`config.mk`:
```
export PLATFORM = sky130hd
export DESIGN_NAME = softmax_normalizer_flat
export DESIGN_NICKNAME = d
export VERILOG_FILES = /design/src/rtl/softmax_normalizer_if.sv /design/src/rtl/softmax_normalizer.sv /design/src/flat_wrapper.sv
export SDC_FILE = /design/constraint.sdc
export NUM_CORES = 1
export LEC_CHECK = 0
export ABC_AREA = 0
export BUFFER_PORTS_ARGS = -buffer_cell sky130_fd_sc_hd__buf_2
export CAP_MARGIN = 20
export CORE_MARGIN = 2
export CORE_UTILIZATION = 50
export CTS_CLUSTER_DIAMETER = 120
export CTS_CLUSTER_SIZE = 28
export DETAILED_ROUTE_END_ITERATION = 7
export PLACE_DENSITY = 0.72
export SLEW_MARGIN = 30
export SYNTH_ARGS = -nofsm -noshare
export SYNTH_HDL_FRONTEND = slang
export SYNTH_SLANG_ARGS = --single-unit
```
`constraint.sdc`:
```
create_clock -name clk -period 11.16 [get_ports clk]
set_input_delay 2.232 -clock clk [delete_from_list [all_inputs] [get_ports clk]]
set_output_delay 2.232 -clock clk [all_outputs]
set_load 0.005 [all_outputs]
```
`src/rtl/softmax_normalizer_if.sv`:
```
// -----------------------------------------------------------------------------
// softmax_normalizer_if
//
// Bundles the input and output handshakes of the softmax normalizer.
//
// Handshake rule (both sides): a transfer happens on a rising clock edge where
// valid and ready are both high. A producer holds valid and its payload stable
// until that edge. A consumer may raise or lower ready at any time. Ready never
// depends combinationally on valid.
//
// Signals:
//   in_valid / in_ready   : input handshake (exp1..exp5, den_in payload)
//   exp1..exp5            : {exponent[20:16], mantissa[15:0]}
//   den_in                : {highest[36:32], sum[31:12], 12'b0}
//   out_valid / out_ready : output handshake (prob1..prob5 payload)
//   prob1..prob5          : unsigned Q0.FRAC_W probabilities
//   busy                  : high from input acceptance until out_valid rises
//
// Modports:
//   master : the environment side (drives inputs, consumes results)
//   slave  : the normalizer side
// -----------------------------------------------------------------------------
interface softmax_normalizer_if #(
    parameter int FRAC_W = 16
);
    logic              in_valid;
    logic              in_ready;
    logic [20:0]       exp1;
    logic [20:0]       exp2;
    logic [20:0]       exp3;
    logic [20:0]       exp4;
    logic [20:0]       exp5;
    logic [36:0]       den_in;
    logic              out_valid;
    logic              out_ready;
    logic [FRAC_W-1:0] prob1;
    logic [FRAC_W-1:0] prob2;
    logic [FRAC_W-1:0] prob3;
    logic [FRAC_W-1:0] prob4;
    logic [FRAC_W-1:0] prob5;
    logic              busy;

    modport master (
        output in_valid, exp1, exp2, exp3, exp4, exp5, den_in, out_ready,
        input  in_ready, out_valid, prob1, prob2, prob3, prob4, prob5, busy
    );

    modport slave (
        input  in_valid, exp1, exp2, exp3, exp4, exp5, den_in, out_ready,
        output in_ready, out_valid, prob1, prob2, prob3, prob4, prob5, busy
    );
endinterface

```
`src/rtl/softmax_normalizer.sv`:
```
// -----------------------------------------------------------------------------
// softmax_normalizer
//
// Final softmax stage. Takes five block-floating exponentials and the packed
// denominator {highest, sum} from the denominator block and produces five
// Q0.FRAC_W probabilities. One restoring divider is shared by the five elements
// and processes them one after another, so latency is fixed at
// 5*(FRAC_W+1) cycles from acceptance to out_valid.
//
// Ports:
//   clk       : rising-edge clock
//   rst_n     : asynchronous active-low reset
//   bus       : softmax_normalizer_if.slave (handshakes, operands, results)
//   state_dbg : current FSM state (IDLE=0, LOAD=1, DIV=2, DONE=3)
// -----------------------------------------------------------------------------
module softmax_normalizer #(
    parameter int FRAC_W = 16
) (
    input  logic                 clk,
    input  logic                 rst_n,
    softmax_normalizer_if.slave  bus,
    output logic [1:0]           state_dbg
);
    localparam int CNT_W = (FRAC_W > 1) ? $clog2(FRAC_W) : 1;
    localparam logic [CNT_W-1:0] CNT_LAST = CNT_W'(FRAC_W - 1);

    typedef enum logic [1:0] {
        IDLE = 2'd0,
        LOAD = 2'd1,
        DIV  = 2'd2,
        DONE = 2'd3
    } state_t;

    state_t            state;
    logic [20:0]       exp_q [5];
    logic [4:0]        highest_q;
    logic [19:0]       den_q;
    logic [2:0]        idx;
    logic [CNT_W-1:0]  cnt;
    logic [20:0]       rem_q;
    logic [FRAC_W-1:0] quo_q;
    logic              zero_q;
    logic              sat_q;
    logic [FRAC_W-1:0] prob_q [5];
    logic              in_ready_q;
    logic              out_valid_q;
    logic              busy_q;

    // Low 12 bits of den_in carry no information.
    logic den_lsb_unused;
    assign den_lsb_unused = ^bus.den_in[11:0];

    // Alignment of the current element onto the common (highest) exponent.
    logic [20:0] cur_exp;
    logic [4:0]  cur_e;
    logic [15:0] cur_m;
    logic [4:0]  shift;
    logic [15:0] num;

    // One restoring-division step.
    logic [21:0]       trial;
    logic [20:0]       diff;
    logic              ge;
    logic [20:0]       rem_nxt;
    logic [FRAC_W-1:0] quo_nxt;

    always_comb begin
        cur_exp = exp_q[idx];
        cur_e   = cur_exp[20:16];
        cur_m   = cur_exp[15:0];
        // An element above the reported maximum is treated as unshifted.
        shift   = (cur_e > highest_q) ? 5'd0 : (highest_q - cur_e);
        num     = (shift >= 5'd16) ? 16'd0 : (cur_m >> shift);

        trial   = {rem_q, 1'b0};
        // Only the low 21 bits of the difference are ever kept.
        diff    = trial[20:0] - {1'b0, den_q};
        ge      = (trial >= {2'b00, den_q});
        rem_nxt = ge ? diff : trial[20:0];
        quo_nxt = {quo_q[FRAC_W-2:0], ge};
    end

    always_ff @(posedge clk or negedge rst_n) begin
        if (!rst_n) begin
            state       <= IDLE;
            for (int i = 0; i < 5; i++) begin
                exp_q[i]  <= '0;
                prob_q[i] <= '0;
            end
            highest_q   <= '0;
            den_q       <= '0;
            idx         <= '0;
            cnt         <= '0;
            rem_q       <= '0;
            quo_q       <= '0;
            zero_q      <= 1'b0;
            sat_q       <= 1'b0;
            in_ready_q  <= 1'b1;
            out_valid_q <= 1'b0;
            busy_q      <= 1'b0;
        end else begin
            case (state)
                IDLE: begin
                    if (bus.in_valid && in_ready_q) begin
                        exp_q[0]   <= bus.exp1;
                        exp_q[1]   <= bus.exp2;
                        exp_q[2]   <= bus.exp3;
                        exp_q[3]   <= bus.exp4;
                        exp_q[4]   <= bus.exp5;
                        highest_q  <= bus.den_in[36:32];
                        den_q      <= bus.den_in[31:12];
                        idx        <= 3'd0;
                        in_ready_q <= 1'b0;
                        busy_q     <= 1'b1;
                        state      <= LOAD;
                    end
                end

                LOAD: begin
                    rem_q  <= {5'd0, num};
                    quo_q  <= '0;
                    // Division by zero outranks saturation.
                    zero_q <= (den_q == 20'd0);
                    sat_q  <= (den_q != 20'd0) && ({4'd0, num} >= den_q);
                    cnt    <= '0;
                    state  <= DIV;
                end

                DIV: begin
                    rem_q <= rem_nxt;
                    quo_q <= quo_nxt;
                    cnt   <= cnt + 1'b1;
                    if (cnt == CNT_LAST) begin
                        if (zero_q)
                            prob_q[idx] <= '0;
                        else if (sat_q)
                            prob_q[idx] <= '1;
                        else
                            prob_q[idx] <= quo_nxt;

                        if (idx == 3'd4) begin
                            busy_q      <= 1'b0;
                            out_valid_q <= 1'b1;
                            state       <= DONE;
                        end else begin
                            idx   <= idx + 3'd1;
                            state <= LOAD;
                        end
                    end
                end

                DONE: begin
                    // Re-arm in_ready only after leaving DONE, so a new
                    // transaction cannot be taken on the same edge.
                    if (bus.out_ready) begin
                        out_valid_q <= 1'b0;
                        in_ready_q  <= 1'b1;
                        state       <= IDLE;
                    end
                end

                default: state <= IDLE;
            endcase
        end
    end

    assign bus.in_ready  = in_ready_q;
    assign bus.out_valid = out_valid_q;
    assign bus.busy      = busy_q;
    assign bus.prob1     = prob_q[0];
    assign bus.prob2     = prob_q[1];
    assign bus.prob3     = prob_q[2];
    assign bus.prob4     = prob_q[3];
    assign bus.prob5     = prob_q[4];
    assign state_dbg     = state;

endmodule

```
`src/flat_wrapper.sv`:
```
// flat-port wrapper written by rule: the top's interface ports become plain ports
module softmax_normalizer_flat 
#(
    parameter int FRAC_W = 16
)
  (clk, rst_n, state_dbg, bus_in_valid, bus_exp1, bus_exp2, bus_exp3, bus_exp4, bus_exp5, bus_den_in, bus_out_ready, bus_in_ready, bus_out_valid, bus_prob1, bus_prob2, bus_prob3, bus_prob4, bus_prob5, bus_busy);
  softmax_normalizer_if #(.FRAC_W(FRAC_W)) bus_i ();
  input  logic clk;
  input  logic rst_n;
  output logic [1:0] state_dbg;
  input wire logic [$bits(bus_i.in_valid)-1:0] bus_in_valid;
  input wire logic [$bits(bus_i.exp1)-1:0] bus_exp1;
  input wire logic [$bits(bus_i.exp2)-1:0] bus_exp2;
  input wire logic [$bits(bus_i.exp3)-1:0] bus_exp3;
  input wire logic [$bits(bus_i.exp4)-1:0] bus_exp4;
  input wire logic [$bits(bus_i.exp5)-1:0] bus_exp5;
  input wire logic [$bits(bus_i.den_in)-1:0] bus_den_in;
  input wire logic [$bits(bus_i.out_ready)-1:0] bus_out_ready;
  output wire logic [$bits(bus_i.in_ready)-1:0] bus_in_ready;
  output wire logic [$bits(bus_i.out_valid)-1:0] bus_out_valid;
  output wire logic [$bits(bus_i.prob1)-1:0] bus_prob1;
  output wire logic [$bits(bus_i.prob2)-1:0] bus_prob2;
  output wire logic [$bits(bus_i.prob3)-1:0] bus_prob3;
  output wire logic [$bits(bus_i.prob4)-1:0] bus_prob4;
  output wire logic [$bits(bus_i.prob5)-1:0] bus_prob5;
  output wire logic [$bits(bus_i.busy)-1:0] bus_busy;
  assign bus_i.in_valid = bus_in_valid;
  assign bus_i.exp1 = bus_exp1;
  assign bus_i.exp2 = bus_exp2;
  assign bus_i.exp3 = bus_exp3;
  assign bus_i.exp4 = bus_exp4;
  assign bus_i.exp5 = bus_exp5;
  assign bus_i.den_in = bus_den_in;
  assign bus_i.out_ready = bus_out_ready;
  assign bus_in_ready = bus_i.in_ready;
  assign bus_out_valid = bus_i.out_valid;
  assign bus_prob1 = bus_i.prob1;
  assign bus_prob2 = bus_i.prob2;
  assign bus_prob3 = bus_i.prob3;
  assign bus_prob4 = bus_i.prob4;
  assign bus_prob5 = bus_i.prob5;
  assign bus_busy = bus_i.busy;
  softmax_normalizer #(.FRAC_W(FRAC_W)) u_core (.clk(clk), .rst_n(rst_n), .bus(bus_i), .state_dbg(state_dbg));
endmodule
```
==> metrics.md, run 1 <==
| Metric | Value |
|---|---|
| Run status | complete, no violations |
| Detailed-route vias per instance | 5.64 |
| Post-layout nets | 1636 |
| Die area | 28800 sq um |
| Number of global-route vias before repair | 9983 |
| Post-synthesis to final-layout area growth | 12.5% |
| Worst-case hold slack | 484 ps |
| Filler cell count | 2329 |
| Finish-stage setup viols | 0 |
| Worst path bufs/invs | 1 |
| Post-synthesis instance area | 13700 sq um |
| Largest driver fanout on the critical path | 53 |
| FP Rows | 60 |
| Count of mapped cells out of synthesis | 1265 |
| Count of yosys warnings during synthesis | 0 |
| Count of nets left with antenna violations after detail routing | 0 |
| Number of violations of the max-capacitance limit | 0 |
| Post-synth top area cell | sky130_fd_sc_hd__dfrtp_1 |
| Iteration-0 DRC Markers | 525 |
| Setup crit start kind | register |
| Worst Path Arrival | 6090 ps |
| Mean area per synthesized cell | 10.9 sq um |
| Cell variety after synth | 77 |
| Power density over the cells | 98.1 nW/um^2 |
| Quantity of gates resized following cts | 0 |
| Drt total wl | 32100 um |
| Sequential area share after synthesis | 47.4% |
| Peak VDD IR | 0.136 mV |
| Cell with the biggest individual delay on the critical path | sky130_fd_sc_hd__mux4_2 |
| Total area of multi-input combinational cells | 6690 sq um |
| Slew Viols, Final | 0 |
| Net count after synthesis | 1462 |
| Buffer count from post-CTS setup fixing | 0 |
| Async set or reset register ratio after synthesis | 100% |
| Top Family by Delay on Critical Path | compound AO/OA/AOI/OAI gates |
| Largest net degree at the start of global routing | 109 |
| Wire per inst | 18.0 um |
| Clock tree root driver cell | sky130_fd_sc_hd__clkbuf_16 |
| Number of primary I/O pins | 231 |
| Clock Skew | 32.9 ps |
| Total congestion overflow | 0 |
| Setup tns final | 0 ps |
| Biggest cell delay along the critical path | 610 ps |
| Top area cells in the synthesized netlist | sky130_fd_sc_hd__dfrtp_1, sky130_fd_sc_hd__mux2_2, sky130_fd_sc_hd__mux2i_1, sky130_fd_sc_hd__ha_1, sky130_fd_sc_hd__o21ai_0 |
| Max-Slew Margin vs Limit | 34.0% |
| Post-route fraction of the period consumed by the critical path | 51.1% |
| Most used cell, CP | sky130_fd_sc_hd__a21o_1 |
| Global-route wire length before repair | 52000 um |
| Cell chain of the critical path | buf_4 > mux4_2 > nor2b_1 > a31oi_1 > ha_1 > o21a_1 > o31a_1 > o21ai_4 > mux2i_1 > mux2i_1 > mux2_2 > nor2_1 > o21ai_0 > ha_1 > nand2b_1 > a21o_1 > a21o_1 > a211oi_1 > o21ai_0 > o211ai_1 > a21o_1 > a21oi_1 |
| Post-synth EDFFs | 0 |
| Antenna violations before repair | 4 |
| Number of iterations in the first detailed-routing pass | 5 |
| DR DRC count | 0 |
| Via count of the routed design | 10081 |
| Fraction of layout instances using a drive strength above 1 | 30.9% |
| Number of port buffers | 218 |
| Ys flop type | sky130_fd_sc_hd__dfrtp_1 |
| TritonCTS Sinks | 260 |
| Total of flip-flops plus latches after synthesis | 260 |
| Half-perimeter wire length after detailed placement | 23600 um |
| Starting utilization of the core area | 50.9% |
| Maximum count of clock buffers along a single path | 3 |
| Overall power | 1510 uW |
| Classification of the worst-slack hold path | reg -> reg |
| Die Wd | 170 um |
| Clk_lat worst skew | 490 ps |
| Category of the worst setup path capture point | register |
| Storage element area | 6510 sq um |
| Pin slew with the least headroom to its limit | 987 ps |
| Total routing resource utilization after global routing | 22.4% |
| Post-CTS clock slew at the launch and capture registers of the worst setup and hold paths | 120 ps |
| Worst Path Required | 11550 ps |
| Fmax | 175 MHz |
| H-tree lvl count | 1 |
| Final hold violation count | 0 |
| Static leakage power | 0.00811 uW |
| Die Y | 170 um |
| CTS tree | yes |
| Unrepaired setup endpoints after global routing | no |
| Time the worst path needs with I/O delays and setup | 5700 ps |
| Standard cell core area | 27000 sq um |
| CTS buffer count | 13 |
| Number of buffers inserted by hold repair at cts | 0 |
| RePlAce Congestion | 0.900 |
| Portion of synthesized cell area occupied by the leading cell type | 47.2% |
| Crit Path Class | reg -> reg |
-- cells by family after synthesis --
| family | Yosys count | synth area share [%] |
|---|---|---|
| compound gates | 302 | 14.0 |
| xor+xnor | 17 | 1.08 |
| fa+ha+maj | 51 | 4.76 |
| buf+inv | 132 | 3.99 |
| flops | 260 | 47.4 |
| mux | 246 | 19.9 |
| simple gates | 257 | 8.79 |
-- metal layers --
metal  global-route usage [%]  wire length, um  part of all wire (%)  vias to the layer above
met5                        0               38                  0.12                        -
met4                     5.83              884                   2.8                        6
met3                     4.62             1780                   5.6                       58
met2                     37.2            15100                    47                      242
met1                     29.9            14300                    45                     4905
li1                         -                -                     -                     4870
-- path summary, 6_finish.rpt --
path                                 startpoint  slack (ps)                    to  cells after the start
hold / removal             u_core.bus.prob1[10]         480  u_core.bus.prob1[10]                      2
setup reg to reg                  u_core.idx[0]        5460          u_core.sat_q                     22
hold reg to reg            u_core.bus.prob1[10]         480  u_core.bus.prob1[10]                      2
max in group asynchronous                 rst_n        8120      u_core.exp_q[92]                      3
setup / recovery                  u_core.idx[0]        5460          u_core.sat_q                     22
min in group asynchronous                 rst_n        1780  u_core.bus.prob1[11]                      1
-- area by class of cell --
cell class | instances | area share [%]
multi-input combinational | 873 | 43.3
sequential | 260 | 42.1
timing repair buffer | 232 | 7.96
tap | 341 | 2.76
clock buffer | 18 | 2.23
inverter | 59 | 1.43
clock inverter | 1 | 0.130
antenna | 2 | 0.0324
-- sequential cells by signal (all words and copies together), names as in the netlist, 15 cells and up --
signal / cells
u_core.exp_q: 105
u_core.bus.prob5: 16
u_core.den_q: 20
u_core.bus.prob1: 16
u_core.rem_q: 21
u_core.bus.prob2: 16
u_core.quo_q: 15
u_core.bus.prob4: 16
u_core.bus.prob3: 16
-- report_power, final --
part	internal, uW	switching [uW]
registers	942	0
logic	18.5	25.1
clock network	223	306
-- per-stage QoR --
step,util (%),setup WS (ps),cell area [sq um],std cells
floorplan,-,6140,13700,1265
global placement,55.8,5470,15000,1764
detailed placement,55.9,5450,15100,1765
CTS,57.3,5420,15400,1784
global route,57.3,5070,15400,1784
finish,57.3,5460,15400,1786
-- placed cells by master, fill, tap and decap left out, types with 7 or more instances in the layout --
master / count
sky130_fd_sc_hd__nor2_1: 56
sky130_fd_sc_hd__o21bai_1: 16
sky130_fd_sc_hd__clkbuf_16: 13
sky130_fd_sc_hd__dfrtp_1: 257
sky130_fd_sc_hd__o221ai_1: 8
sky130_fd_sc_hd__nand3b_1: 13
sky130_fd_sc_hd__mux2_2: 169
sky130_fd_sc_hd__nand2b_1: 11
sky130_fd_sc_hd__nand3_1: 29
sky130_fd_sc_hd__xnor2_1: 7
sky130_fd_sc_hd__a211oi_1: 7
sky130_fd_sc_hd__mux2i_1: 72
sky130_fd_sc_hd__a21o_1: 11
sky130_fd_sc_hd__o21ai_0: 121
sky130_fd_sc_hd__a31oi_1: 10
sky130_fd_sc_hd__o211ai_1: 10
sky130_fd_sc_hd__inv_1: 57
sky130_fd_sc_hd__xor2_1: 10
sky130_fd_sc_hd__buf_2: 217
sky130_fd_sc_hd__buf_4: 12
sky130_fd_sc_hd__ha_1: 49
sky130_fd_sc_hd__nor2b_1: 8
sky130_fd_sc_hd__nand2_1: 100
sky130_fd_sc_hd__a21oi_1: 56
sky130_fd_sc_hd__o21a_1: 7
-- Yosys cell counts (all sizes together) (16+ instances only) --
| cell | number |
|---|---|
| o21ai | 126 |
| inv | 58 |
| a21oi | 56 |
| nand3 | 31 |
| mux2 | 169 |
| mux2i | 73 |
| ha | 49 |
| clkbuf | 43 |
| nor2 | 56 |
| o21bai | 16 |
| dfrtp | 259 |
| buf | 30 |
| nand2 | 101 |
-- worst min-delay path: cells and delay by family (launching register included) --
kind | cells | cell delay [ps]
compound gates | 1 | 60
flops | 1 | 350
simple gates | 1 | 40
(Power assumes the default switching activity.)
==> run 2: changes to the inputs <==
--- a/config.mk
+++ b/config.mk
@@ -5,7 +5,7 @@
 export SDC_FILE = /design/constraint.sdc
 export NUM_CORES = 1
 export LEC_CHECK = 0
-export ABC_AREA = 0
+export ABC_AREA = 1
 export BUFFER_PORTS_ARGS = -buffer_cell sky130_fd_sc_hd__buf_2
 export CAP_MARGIN = 20
 export CORE_MARGIN = 2
==> constraint.sdc (replaced) <==
create_clock -name clk -period 5.9 [get_ports clk]
set_input_delay 1.18 -clock clk [delete_from_list [all_inputs] [get_ports clk]]
set_output_delay 1.18 -clock clk [all_outputs]
set_load 0.005 [all_outputs]
==> metrics.md, run 2 <==
| Metric | Value |
|---|---|
| Run status | complete, no violations |
| Number of global-route vias before repair | 12785 |
| Ys flop type | sky130_fd_sc_hd__dfrtp_1 |
| CTS tree | yes |
| Post-synth top area cell | sky130_fd_sc_hd__dfrtp_1 |
| Async set or reset register ratio after synthesis | 100% |
| Slew Viols, Final | 0 |
| Half-perimeter wire length after detailed placement | 28600 um |
| Antenna violations before repair | 0 |
| Max-Slew Margin vs Limit | 37.8% |
| RePlAce Congestion | 0.913 |
| Total of flip-flops plus latches after synthesis | 260 |
| Clock Skew | 27.0 ps |
| CTS buffer count | 13 |
| TritonCTS Sinks | 260 |
| Largest register by flop count | u_core.exp_q |
| Classification of the worst-slack hold path | reg -> reg |
| Post-CTS clock slew at the launch and capture registers of the worst setup and hold paths | 110 ps |
| Post-synthesis to final-layout area growth | 11.7% |
| Worst Path Arrival | 5130 ps |
| Count of nets left with antenna violations after detail routing | 0 |
| Finish-stage setup viols | 0 |
| Most frequent standard cell in the layout excluding fill and tap cells | sky130_fd_sc_hd__nand2_1 |
| Number of violations of the max-capacitance limit | 0 |
| Max reg flops | 105 |
| Total routing resource utilization after global routing | 26.4% |
| Setup tns final | 0 ps |
| Sequential area share after synthesis | 45.5% |
| Quantity of gates resized following cts | 0 |
| FP Rows | 61 |
| Category of the worst setup path capture point | register |
| Biggest registers after layout | u_core.exp_q (105), u_core.rem_q (21), u_core.den_q (20) |
| Count of yosys warnings during synthesis | 0 |
| Clock tree root driver cell | sky130_fd_sc_hd__clkbuf_16 |
| Die Wd | 173 um |
| Post-synth EDFFs | 0 |
| Fmax | 211 MHz |
| Global-route wire length before repair | 65300 um |
| Time the worst path needs with I/O delays and setup | 4730 ps |
| Fraction of layout instances using a drive strength above 1 | 14.1% |
| Post-route fraction of the period consumed by the critical path | 80.3% |
| Drt total wl | 39800 um |
| Worst Path Required | 6290 ps |
| Antenna Cells | 0 |
| Number of primary I/O pins | 231 |
| Starting utilization of the core area | 51.1% |
| Iteration-0 DRC Markers | 1169 |
| Final hold violation count | 0 |
| R2R setup slack | 1170 ps |
| Total congestion overflow | 0 |
| Commonest cells post-synth | sky130_fd_sc_hd__nand2_1, sky130_fd_sc_hd__dfrtp_1, sky130_fd_sc_hd__inv_1 |
| Detailed-route vias per instance | 5.39 |
| Most common cell in the netlist | sky130_fd_sc_hd__nand2_1 |
| Top area cells in the synthesized netlist | sky130_fd_sc_hd__dfrtp_1, sky130_fd_sc_hd__nand2_1, sky130_fd_sc_hd__a21oi_1, sky130_fd_sc_hd__nand3_1, sky130_fd_sc_hd__ha_1 |
| Wire per inst | 16.1 um |
| Maximum count of clock buffers along a single path | 3 |
| Portion of synthesized cell area occupied by the leading cell type | 45.3% |
| Cell variety after synth | 50 |
| Largest driver fanout on the critical path | 22 |
| Via count of the routed design | 13286 |
| Buffer count from post-CTS setup fixing | 0 |
| Largest net degree at the start of global routing | 170 |
| Post-synthesis instance area | 14300 sq um |
| Mean area per synthesized cell | 7.44 sq um |
| Number of buffers inserted by hold repair at cts | 0 |
| Net count after synthesis | 2121 |
| Setup crit start kind | register |
| Die area | 30000 sq um |
| Crit Path Class | reg -> reg |
| Unrepaired setup endpoints after global routing | no |
| Die Y | 173 um |
| Count of mapped cells out of synthesis | 1924 |
| DR DRC count | 0 |
| Most frequent cells in the layout | sky130_fd_sc_hd__nand2_1, sky130_fd_sc_hd__dfrtp_1, sky130_fd_sc_hd__buf_2 |
| Number of port buffers | 218 |
| Number of iterations in the first detailed-routing pass | 6 |
| Pin slew with the least headroom to its limit | 932 ps |
| Post-layout nets | 2280 |
| Clk_lat worst skew | 500 ps |
| Standard cell core area | 28000 sq um |
| H-tree lvl count | 1 |
-- run 2: cell count changes after synthesis, moves of 72 or more --
cell / delta
sky130_fd_sc_hd__mux2i_1: -72
sky130_fd_sc_hd__a21oi_1: +92
sky130_fd_sc_hd__inv_1: +106
sky130_fd_sc_hd__nand3_1: +99
sky130_fd_sc_hd__mux2_2: -169
sky130_fd_sc_hd__nand2_1: +624
-- run 2: routing by layer --
metal | global-route usage [%] | wire [um] | vias up
met1 | 38.0 | 18000 | 6292
met4 | 6.46 | 874 | 0
met2 | 42.4 | 18200 | 461
met3 | 3.39 | 2690 | 51
met5 | 0 | 0 | -
li1 | - | - | 6482
-- run 2: worst paths after layout --
kind                                   from                to  cells after the start
max                           u_core.idx[1]      u_core.sat_q                     25
min                        u_core.exp_q[50]  u_core.exp_q[50]                      2
max reg2reg                   u_core.idx[1]      u_core.sat_q                     25
min reg2reg                u_core.exp_q[50]  u_core.exp_q[50]                      2
max in group asynchronous             rst_n   u_core.rem_q[1]                      3
min in group asynchronous             rst_n  u_core.exp_q[64]                      1
-- run 2: logic make-up (layout without fill, tap and decap cells) --
logic type,count (synthesis),in the layout,share of synthesized area [%]
simple gates,1030,1030,30.3
compound gates,308,308,11.4
buf+inv,261,424,7.50
flops,260,260,45.5
fa+ha+maj,51,51,4.56
xor+xnor,14,14,0.857
-- run 2: critical path, stage by stage, from the launching register on --
cell and delay, ps:
sky130_fd_sc_hd__dfrtp_1 500, sky130_fd_sc_hd__nor2_4 440, sky130_fd_sc_hd__nand2_1 210, sky130_fd_sc_hd__inv_2 370, sky130_fd_sc_hd__a221oi_1 170, sky130_fd_sc_hd__ha_1 400
sky130_fd_sc_hd__nand2_2 100, sky130_fd_sc_hd__nor2_1 120, sky130_fd_sc_hd__nand2_1 70, sky130_fd_sc_hd__nand3_2 80, sky130_fd_sc_hd__nand2_1 320, sky130_fd_sc_hd__nand2_1 210
sky130_fd_sc_hd__nand3_1 130, sky130_fd_sc_hd__nand2_1 80, sky130_fd_sc_hd__nand2_1 60, sky130_fd_sc_hd__a21oi_1 220, sky130_fd_sc_hd__and2_1 160, sky130_fd_sc_hd__ha_1 230
sky130_fd_sc_hd__a21oi_1 130, sky130_fd_sc_hd__o21ai_0 90, sky130_fd_sc_hd__nand2_1 70, sky130_fd_sc_hd__o211ai_1 90, sky130_fd_sc_hd__nand2_1 70, sky130_fd_sc_hd__nand4_1 120
sky130_fd_sc_hd__nand3_1 100, sky130_fd_sc_hd__o21ai_0 90
-- run 2: through the flow --
step / std cells / util, % / cell area [sq um] / worst slack [ps] / hold WS [ps]
floorplan: 1924 / - / 14300 / 2080 / 433
global placement: 2445 / 55.7 / 15600 / 1300 / 445
detailed placement: 2445 / 55.7 / 15600 / 1220 / 452
CTS: 2464 / 57.0 / 16000 / 1210 / 477
global route: 2465 / 57.1 / 16000 / 736 / 498
finish: 2465 / 57.1 / 16000 / 1170 / 473
-- run 2: final cells by class --
cell class              count  area [sq um]
inverters                 175           659
flip-flops and latches    260          6510
repair buffers            230          1240
multi-input cells        1403          6750
fillers                  2708         12000
well taps                 378           473
clock buffers              17           340
clock inverters             2          25.0
Power of run 2 is left out: the tool's default activity adds up to more than one toggle a clock period on the data nets, which glitch-free logic cannot reach.
